$ cat config.mk
export PLATFORM = sky130hd
export DESIGN_NAME = mbinit_repairclk_partner_flat
export DESIGN_NICKNAME = d
export VERILOG_FILES = /design/src/rtl/mbinit_repairclk_partner_if.sv /design/src/rtl/mbinit_repairclk_partner.sv /design/src/flat_wrapper.sv
export SDC_FILE = /design/constraint.sdc
export NUM_CORES = 1
export LEC_CHECK = 0
export ABC_AREA = 0
export CAP_MARGIN = 5
export CORE_AREA = 2 2 66 62
export DETAILED_ROUTE_END_ITERATION = 12
export DIE_AREA = 0 0 68 64
export GPL_ROUTABILITY_DRIVEN = 0
export PLACE_DENSITY = 0.83
export SYNTH_ARGS = -nofsm -noshare
export SYNTH_HDL_FRONTEND = slang
export SYNTH_SLANG_ARGS = --single-unit
$ cat constraint.sdc
create_clock -name CLK -period 2.3 [get_ports CLK]
set_input_delay 0.345 -clock CLK [delete_from_list [all_inputs] [get_ports CLK]]
set_output_delay 0.345 -clock CLK [all_outputs]
set_load 0.01 [all_outputs]
$ cat src/rtl/mbinit_repairclk_partner_if.sv
// Sideband message channel between the REPAIRCLK partner and the sideband block.
// The slave side is the partner FSM. The master side is the remote and TX logic.
interface mbinit_repairclk_partner_if;
    logic [3:0] i_Rx_SbMessage;
    logic       i_msg_valid;
    logic       i_Busy_SideBand;
    logic       i_falling_edge_busy;
    logic [3:0] o_TX_SbMessage;
    logic       o_ValidOutDatat_ModulePartner;

    modport master (
        output i_Rx_SbMessage, i_msg_valid, i_Busy_SideBand, i_falling_edge_busy,
        input  o_TX_SbMessage, o_ValidOutDatat_ModulePartner
    );
    modport slave (
        input  i_Rx_SbMessage, i_msg_valid, i_Busy_SideBand, i_falling_edge_busy,
        output o_TX_SbMessage, o_ValidOutDatat_ModulePartner
    );
endinterface

$ cat src/rtl/mbinit_repairclk_partner.sv
// MBINIT.REPAIRCLK responder: answers init/result/done requests and counts clock-repair
// pattern hits on RCKP/RCKN/RTRK, then reports a per-lane pass/fail result.
module mbinit_repairclk_partner #(
    parameter int DET_THRESH = 16,
    parameter int CNT_W      = 5
) (
    input  logic                            CLK,
    input  logic                            rst_n,
    input  logic                            i_REPAIRCLK_en,
    mbinit_repairclk_partner_if.slave       sb,
    input  logic                            i_RCKP_hit,
    input  logic                            i_RCKN_hit,
    input  logic                            i_RTRK_hit,
    output logic [2:0]                      o_Clock_Result_logged,
    output logic                            o_detector_enable,
    output logic                            o_MBINIT_REPAIRCLK_ModulePartner_end
);
    localparam logic [3:0] MSG_INIT_REQ    = 4'b0001;
    localparam logic [3:0] MSG_INIT_RESP   = 4'b0010;
    localparam logic [3:0] MSG_RESULT_REQ  = 4'b0011;
    localparam logic [3:0] MSG_RESULT_RESP = 4'b0100;
    localparam logic [3:0] MSG_DONE_REQ    = 4'b0101;
    localparam logic [3:0] MSG_DONE_RESP   = 4'b0110;
    localparam logic [CNT_W-1:0] CNT_MAX   = '1;
    localparam logic [CNT_W-1:0] THRESH    = CNT_W'(DET_THRESH);

    typedef enum logic [3:0] {
        S_IDLE, S_CHK_INIT, S_BUSY_INIT, S_INIT_RESP, S_DETECT, S_BUSY_RESULT,
        S_RESULT_RESP, S_WAIT_DONE, S_BUSY_DONE, S_DONE_RESP, S_DONE
    } state_t;

    state_t state, nxt;
    logic [2:0]            hit, pass_nxt, res_q;
    logic [2:0][CNT_W-1:0] cnt, cnt_nxt;
    logic                  req_init, req_result, req_done;

    assign hit        = {i_RTRK_hit, i_RCKN_hit, i_RCKP_hit};
    assign req_init   = sb.i_msg_valid && (sb.i_Rx_SbMessage == MSG_INIT_REQ);
    assign req_result = sb.i_msg_valid && (sb.i_Rx_SbMessage == MSG_RESULT_REQ);
    assign req_done   = sb.i_msg_valid && (sb.i_Rx_SbMessage == MSG_DONE_REQ);

    always_comb begin
        nxt = state;
        if (!i_REPAIRCLK_en && state != S_IDLE) begin
            nxt = S_IDLE;
        end else begin
            case (state)
                S_IDLE:        if (i_REPAIRCLK_en)          nxt = S_CHK_INIT;
                S_CHK_INIT:    if (req_init)                nxt = S_BUSY_INIT;
                S_BUSY_INIT:   if (!sb.i_Busy_SideBand)     nxt = S_INIT_RESP;
                S_INIT_RESP:   if (sb.i_falling_edge_busy)  nxt = S_DETECT;
                S_DETECT:      if (req_result)              nxt = S_BUSY_RESULT;
                S_BUSY_RESULT: if (!sb.i_Busy_SideBand)     nxt = S_RESULT_RESP;
                S_RESULT_RESP: if (sb.i_falling_edge_busy)  nxt = S_WAIT_DONE;
                S_WAIT_DONE: begin
                    if (req_done)        nxt = S_BUSY_DONE;
                    else if (req_result) nxt = S_BUSY_RESULT;
                end
                S_BUSY_DONE:   if (!sb.i_Busy_SideBand)     nxt = S_DONE_RESP;
                S_DONE_RESP:   if (sb.i_falling_edge_busy)  nxt = S_DONE;
                S_DONE:                                     nxt = S_DONE;
                default:                                    nxt = S_IDLE;
            endcase
        end
    end

    // cnt_nxt includes a hit arriving alongside the result_req, so the latch sees it
    for (genvar g = 0; g < 3; g++) begin : g_lane
        assign cnt_nxt[g]  = (state == S_DETECT && hit[g] && cnt[g] != CNT_MAX)
                             ? cnt[g] + 1'b1 : cnt[g];
        assign pass_nxt[g] = (cnt_nxt[g] >= THRESH);
    end

    always_ff @(posedge CLK or negedge rst_n) begin
        if (!rst_n) begin
            state                                <= S_IDLE;
            cnt                                  <= '0;
            res_q                                <= '0;
            sb.o_TX_SbMessage                    <= '0;
            sb.o_ValidOutDatat_ModulePartner     <= 1'b0;
            o_Clock_Result_logged                <= '0;
            o_detector_enable                    <= 1'b0;
            o_MBINIT_REPAIRCLK_ModulePartner_end <= 1'b0;
        end else begin
            state <= nxt;
            if (nxt == S_IDLE || (nxt == S_DETECT && state != S_DETECT)) cnt <= '0;
            else                                                         cnt <= cnt_nxt;
            // only a fresh result_req from DETECT evaluates; WAIT_DONE retries resend res_q
            if (nxt == S_IDLE)                                  res_q <= '0;
            else if (state == S_DETECT && nxt == S_BUSY_RESULT) res_q <= pass_nxt;
            sb.o_TX_SbMessage <= (nxt == S_INIT_RESP)   ? MSG_INIT_RESP   :
                                 (nxt == S_RESULT_RESP) ? MSG_RESULT_RESP :
                                 (nxt == S_DONE_RESP)   ? MSG_DONE_RESP   : 4'b0000;
            sb.o_ValidOutDatat_ModulePartner     <= (nxt == S_INIT_RESP) || (nxt == S_RESULT_RESP)
                                                    || (nxt == S_DONE_RESP);
            o_Clock_Result_logged                <= (nxt == S_RESULT_RESP) ? res_q : 3'b000;
            o_detector_enable                    <= (nxt == S_DETECT);
            o_MBINIT_REPAIRCLK_ModulePartner_end <= (nxt == S_DONE);
        end
    end
endmodule

$ cat src/flat_wrapper.sv
// flat-port wrapper written by rule: the top's interface ports become plain ports
module mbinit_repairclk_partner_flat 
#(
    parameter int DET_THRESH = 16,
    parameter int CNT_W      = 5
)
  (CLK, rst_n, i_REPAIRCLK_en, i_RCKP_hit, i_RCKN_hit, i_RTRK_hit, o_Clock_Result_logged, o_detector_enable, o_MBINIT_REPAIRCLK_ModulePartner_end, sb_i_Rx_SbMessage, sb_i_msg_valid, sb_i_Busy_SideBand, sb_i_falling_edge_busy, sb_o_TX_SbMessage, sb_o_ValidOutDatat_ModulePartner);
  mbinit_repairclk_partner_if sb_i ();
  input  logic CLK;
  input  logic rst_n;
  input  logic i_REPAIRCLK_en;
  input  logic i_RCKP_hit;
  input  logic i_RCKN_hit;
  input  logic i_RTRK_hit;
  output logic [2:0] o_Clock_Result_logged;
  output logic o_detector_enable;
  output logic o_MBINIT_REPAIRCLK_ModulePartner_end;
  input wire logic [$bits(sb_i.i_Rx_SbMessage)-1:0] sb_i_Rx_SbMessage;
  input wire logic [$bits(sb_i.i_msg_valid)-1:0] sb_i_msg_valid;
  input wire logic [$bits(sb_i.i_Busy_SideBand)-1:0] sb_i_Busy_SideBand;
  input wire logic [$bits(sb_i.i_falling_edge_busy)-1:0] sb_i_falling_edge_busy;
  output wire logic [$bits(sb_i.o_TX_SbMessage)-1:0] sb_o_TX_SbMessage;
  output wire logic [$bits(sb_i.o_ValidOutDatat_ModulePartner)-1:0] sb_o_ValidOutDatat_ModulePartner;
  assign sb_i.i_Rx_SbMessage = sb_i_Rx_SbMessage;
  assign sb_i.i_msg_valid = sb_i_msg_valid;
  assign sb_i.i_Busy_SideBand = sb_i_Busy_SideBand;
  assign sb_i.i_falling_edge_busy = sb_i_falling_edge_busy;
  assign sb_o_TX_SbMessage = sb_i.o_TX_SbMessage;
  assign sb_o_ValidOutDatat_ModulePartner = sb_i.o_ValidOutDatat_ModulePartner;
  mbinit_repairclk_partner #(.DET_THRESH(DET_THRESH), .CNT_W(CNT_W)) u_core (.CLK(CLK), .rst_n(rst_n), .i_REPAIRCLK_en(i_REPAIRCLK_en), .sb(sb_i), .i_RCKP_hit(i_RCKP_hit), .i_RCKN_hit(i_RCKN_hit), .i_RTRK_hit(i_RTRK_hit), .o_Clock_Result_logged(o_Clock_Result_logged), .o_detector_enable(o_detector_enable), .o_MBINIT_REPAIRCLK_ModulePartner_end(o_MBINIT_REPAIRCLK_ModulePartner_end));
endmodule
==> reports/results.tsv, run 1 <==
metric	value	unit
DR iter-0 viols	145	
clock transition at the registers of the reported paths	60	ps
slack of the worst reg-to-reg path	140	ps
PwrDens	951	nW/um^2
Crit. End Element	flip-flop	
CP Launch Type	input port	
ANT nets after route	0	
min cycle time layout	2190	ps
status	finished clean	
Async SR Flop Fraction	1.00	
final setup vio count	0	
synth warn	0	
post-synthesis cell type count	45	
TritonCTS clock tree	built	
max-slew violation count	0	
Synth Register Bits	30	
Nets	227	
Leakage Power	1.00	nW
antenna violations before repair	0	
Sink Count	30	
Die X	68	um
Slew @ Worst Pin	939	ps
DR vias/cell	5.53	
total CTS buffers	5	
routed wire length per instance	14.1	um
sequential cell area	752	um^2
final hold viol count	0	
Filler cells	291	
total power draw	0.00207	W
number of setup buffers added after CTS	0	
worst skew pair latency	280	ps
grt total ovfl	0	
footprint of the multi-input gates	876	um^2
ANT cells	0	
post-detail-place hpwl	2550	um
critical path fanouts, max	19	
total track usage	0.186	
max cap viols	0	
Die ar.	4350	um^2
sequential fraction of the synthesis area	0.439	
hold_buf cts	0	
Via Count	1411	
Setup Skew	6.35	ps
crit path DAT	2320	ps
clock root cell	clkbuf_8	
Die Height	64	um
row count	21	
Max Freq	457	MHz
slew margin rel.	0.372	
vias in the first global route	1355	
final setup margin	113	ps
RSZ-0062 raised after global routing	no	
clock buffer depth	2	
drt first pass iters	4	
CP required	2440	ps
I/O Buffers	20	
I/O pin count	23	
first-pass GRT wire length	6000	um
Routed Wire Length	3590	um
Core Area	3630	um^2
Peak supply drop	0.494	mV
mean post-synth cell area	10.1	um^2
drt drc	0	
layout cell share with drive strength beyond 1	0.158	
Mapped Cells	169	
Initial Util	0.472	
crit path kind	input port to flip-flop	
largest stage delay on the critical path	580	ps
post-cts sizing count	0	
H-tree depth	2	
crit path cell chain	clkdlybuf4s50_1 > and3_1 > o21ai_0 > o311ai_1 > or4_4 > o31ai_4 > buf_12 > a21boi_0	
Final period util	0.951	
pin count of the biggest net entering global routing	31	
Cell Area, Synth	1710	um^2
Post-synth EDFFs	0	
Hold Crit Class	input port to asynchronous set/reset pin	
P&R area growth vs syn	27.1	%
Slowest cell on crit path	or4_4	
Top FF cell, synth	dfrtp_1	
pre-CTS setup slack	-219	ps
==> where the power goes <==
| group | leakage [nW] | switching [W] | internal [W] |
|---|---|---|---|
| Sequential | 0.415 | 0.0000680 | 0.000584 |
| Combinational | 0.537 | 0.000525 | 0.000460 |
| Clock | 0.0482 | 0.000188 | 0.000241 |
| Total | 1.00 | 0.000781 | 0.00128 |
==> layout make-up <==
| cell class | count | share of cell area |
|---|---|---|
| multi-input cells | 122 | 0.403 |
| repair buffers | 40 | 0.167 |
| well taps | 46 | 0.0265 |
| clock inverters | 1 | 0.00230 |
| flip-flops and latches | 30 | 0.346 |
| inverters | 9 | 0.0155 |
| clock buffers | 7 | 0.0397 |
==> synthesized netlist by cell type, drive strengths merged (2+ instances only) <==
cell    instances  area, um^2
a21oi          17        85.1
o21ai           3        15.0
nor2           12        45.0
o22ai           3        18.8
buf             8        56.3
nor4            4        25.0
a21boi          3        22.5
ha              6        75.1
dfrtp          30         751
mux2i          11         110
nor3b           5        42.5
o21a            2        15.0
xnor2           3        26.3
nand3           4        20.0
nand2           4        15.0
and2            2        12.5
nor3            3        15.0
nand4           3        18.8
and3            5        31.3
xor2            7        61.3
o31ai           2        28.8
nand3b          3        35.0
nand2b          3        18.8
inv             9        33.8
nor2b           3        18.8
==> through the flow <==
stage	hold slack, ps	cell area (um^2)	util	cells	setup TNS (ps)
after global placement	506	2070	0.572	247	-3630
after floorplan	49.4	1710	-	170	0
after CTS	456	2170	0.597	255	0
final	440	2170	0.599	255	0
after detailed placement	505	2070	0.572	247	-4350
after global routing	475	2170	0.599	255	0
==> cells in the final DEF (no fill, tap or decap), types with 5 or more instances in the layout <==
| cell type | count |
|---|---|
| ha_1 | 6 |
| and3_1 | 5 |
| xor2_1 | 7 |
| clkdlybuf4s50_1 | 20 |
| a21oi_1 | 17 |
| buf_4 | 19 |
| mux2i_1 | 11 |
| clkbuf_8 | 6 |
| dfrtp_1 | 29 |
| nor2_1 | 11 |
| inv_1 | 9 |
==> kinds of logic after synthesis <==
logic type / synth area share
adders and majority gates: 0.0439
AOI/OAI and AO/OA: 0.154
xor gates and xnor gates: 0.0512
muxes: 0.0644
other: 0.00219
and+or+nand+nor: 0.190
buffers and inverters: 0.0549
DFF: 0.439
==> final timing paths <==
| check | to | cells past startpoint | startpoint |
|---|---|---|---|
| max reg2reg | u_core.res_q[0]$_DFFE_PN0P_ | 7 | u_core.state[3]$_DFF_PN0_ |
| min reg2reg | u_core.o_Clock_Result_logged[0]$_DFF_PN0_ | 2 | u_core.res_q[0]$_DFFE_PN0P_ |
| max in group asynchronous | u_core.state[0]$_DFF_PN0_ | 2 | rst_n |
| max | u_core.res_q[0]$_DFFE_PN0P_ | 8 | sb_i_Busy_SideBand |
| min | u_core.cnt[8]$_DFF_PN0_ | 2 | rst_n |
| min in group CLK | u_core.o_Clock_Result_logged[0]$_DFF_PN0_ | 2 | u_core.res_q[0]$_DFFE_PN0P_ |
==> worst max-delay path, delay by kind of cell <==
kind            cells  cell delay [ps]
compound gates      4              610
buf+inv             2              590
simple gates        2              760
==> flip-flops by register name (all words and copies together) (netlist names) <==
name                                         count
u_core.sb.o_ValidOutDatat_ModulePartner          1
u_core.o_detector_enable                         1
u_core.o_Clock_Result_logged                     3
u_core.res_q                                     3
u_core.o_MBINIT_REPAIRCLK_ModulePartner_end      1
u_core.cnt                                      15
u_core.state                                     4
u_core.sb.o_TX_SbMessage                         2
==> metal layers <==
layer / routed length [um] / track usage
met5: 0 / 0
met4: 55 / 0.0775
met3: 203 / 0.0475
met2: 1700 / 0.289
met1: 1630 / 0.243
Power figures use the tool's default switching activity.
==> run 2, diff against run 1 <==
- CAP_MARGIN: 5 -> not set
==> results of run 2 <==
No change in the layout: final DEF, timing and power equal those of run 1.
==> run 3, diff against run 2 <==
- PLACE_DENSITY: 0.83 -> 0.72
==> run 3 against run 2 <==
Critical path depth up 1; via count up 2.9%; non-clock buffer count up 6; sequential share of layout area down 1.6 points; count of clock-buffer cells in the layout unchanged; die area unchanged; register-to-register slack worse by 80 ps; final cell count up 2.4%; clock power up 1%; maximum frequency down 4.1%.
==> reports/results.tsv, run 3 (synthesized netlist as in run 1, its figures left out) <==
metric	value	unit
clock buffer depth	2	
Crit. End Element	flip-flop	
vias in the first global route	1408	
final setup margin	19.7	ps
TritonCTS clock tree	built	
worst skew pair latency	280	ps
min cycle time layout	2280	ps
Core Area	3630	um^2
Leakage Power	1.08	nW
ANT cells	0	
biggest regs	u_core.cnt: 15 flops, u_core.state: 4 flops	
CP Launch Type	input port	
Routed Wire Length	3950	um
crit path cell chain	clkdlybuf4s50_1 > and3_4 > o21ai_2 > o311ai_2 > or4_4 > o31ai_4 > buf_6 > clkbuf_16 > a21oi_1	
DR vias/cell	5.56	
I/O Buffers	20	
ANT nets after route	0	
Largest register FFs	15	
Die Height	64	um
Setup Skew	4.11	ps
Die X	68	um
Sink Count	30	
hold_buf cts	0	
row count	21	
antenna violations before repair	0	
FF-to-FF path depth	8	
P&R area growth vs syn	33.9	%
PwrDens	1070	nW/um^2
Slew @ Worst Pin	983	ps
Nets	233	
Reg with most FFs	u_core.cnt	
largest stage delay on the critical path	570	ps
H-tree depth	2	
Setup crit start	sb_i_Busy_SideBand	
pre-CTS setup slack	-226	ps
Max Freq	439	MHz
final hold viol count	0	
crit path DAT	2400	ps
total track usage	0.192	
Worst R2R Start	u_core.state[0]$_DFF_PN0_	
commonest non-fill, non-tap cell in the layout	dfrtp_1	
Via Count	1452	
slack of the worst reg-to-reg path	60	ps
status	finished clean	
DR iter-0 viols	78	
Util after Layout	0.631	
critical path fanouts, max	5	
Slowest cell on crit path	or4_4	
Hold Crit Class	input port to asynchronous set/reset pin	
routed wire length per instance	15.1	um
total CTS buffers	5	
cell area after layout	2290	um^2
slew margin rel.	0.342	
pin count of the biggest net entering global routing	31	
final setup vio count	0	
Peak supply drop	0.557	mV
hold_ws	444	ps
CP required	2420	ps
placed instance area	2090	um^2
grt total ovfl	0	
I/O pin count	23	
max-slew violation count	0	
Die ar.	4350	um^2
Initial Util	0.472	
clock transition at the registers of the reported paths	60	ps
FF-to-FF End	u_core.cnt[6]$_DFF_PN0_	
most frequent cells in the layout	dfrtp_1 (27), buf_4 (21), a21oi_1 (17)	
Final period util	0.991	
first-pass GRT wire length	6220	um
drt first pass iters	4	
drt drc	0	
post-detail-place hpwl	2670	um
max cap viols	0	
crit path kind	input port to flip-flop	
layout cell share with drive strength beyond 1	0.205	
clock root cell	clkbuf_8	
==> run 3: changes by cell type in the layout (fill, tap and decap cells not counted), sizes merged <==
cell / change
buf: +4
clkdlybuf4s50: -4
dlymetal6s2s: +4
clkbuf: +2
==> run 3: what timing repair did <==
item / CTS / global route
resized for setup: 0 / 15
setup endpoints to repair: 0 / 20
buffers inserted: 0 / 1
==> run 3: per-stage QoR <==
stage | total power (W) | cells | TNS [ps]
2_1_floorplan | 0.00127 | 170 | 0
3_3_place_gp | 0.00159 | 249 | -3610
3_5_place_dp | 0.00161 | 249 | -4600
4_1_cts | 0.00205 | 257 | 0
5_1_grt | 0.00260 | 261 | -528
6_report | 0.00246 | 261 | 0
==> run 3: critical path, delay by kind of cell <==
family | cells | cell delay [ps]
AOI/OAI and AO/OA | 4 | 550
buffers and inverters | 3 | 740
and+or+nand+nor | 2 | 760
==> run 3: final cells by class <==
| cell class | instances | area (um^2) |
|---|---|---|
| inverters | 9 | 33.8 |
| well taps | 46 | 57.6 |
| clock inverters | 1 | 5.00 |
| clock buffers | 7 | 86.3 |
| fillers | 314 | 1340 |
| repair buffers | 46 | 460 |
| flip-flops and latches | 30 | 754 |
| multi-input cells | 122 | 892 |
==> run 3: routing by layer <==
layer  track usage  share of wire  vias up
met5             0              0        -
met4        0.0875          0.017        0
met3        0.0440          0.037        8
met2         0.318           0.51       25
met1         0.234           0.43      721
li1              -              -      698
==> run 3: worst max path at each step <==
stage | end | slack (ps) | depth (start not counted)
final | u_core.cnt[6]$_DFF_PN0_ | 20 | 9
after global routing | u_core.cnt[6]$_DFF_PN0_ | -50 | 9
after CTS | u_core.res_q[2]$_DFFE_PN0P_ | 30 | 8
after detailed placement | u_core.res_q[2]$_DFFE_PN0P_ | -230 | 8
after global placement | u_core.cnt[4]$_DFF_PN0_ | -180 | 7
after floorplan | u_core.cnt[10]$_DFF_PN0_ | 120 | 8
==> run 3: power by group <==
group	internal (W)	switching [W]	leakage (nW)
Sequential	0.000585	0.0000645	0.411
Combinational	0.000736	0.000638	0.622
Clock	0.000241	0.000192	0.0482
Total	0.00156	0.000894	1.08
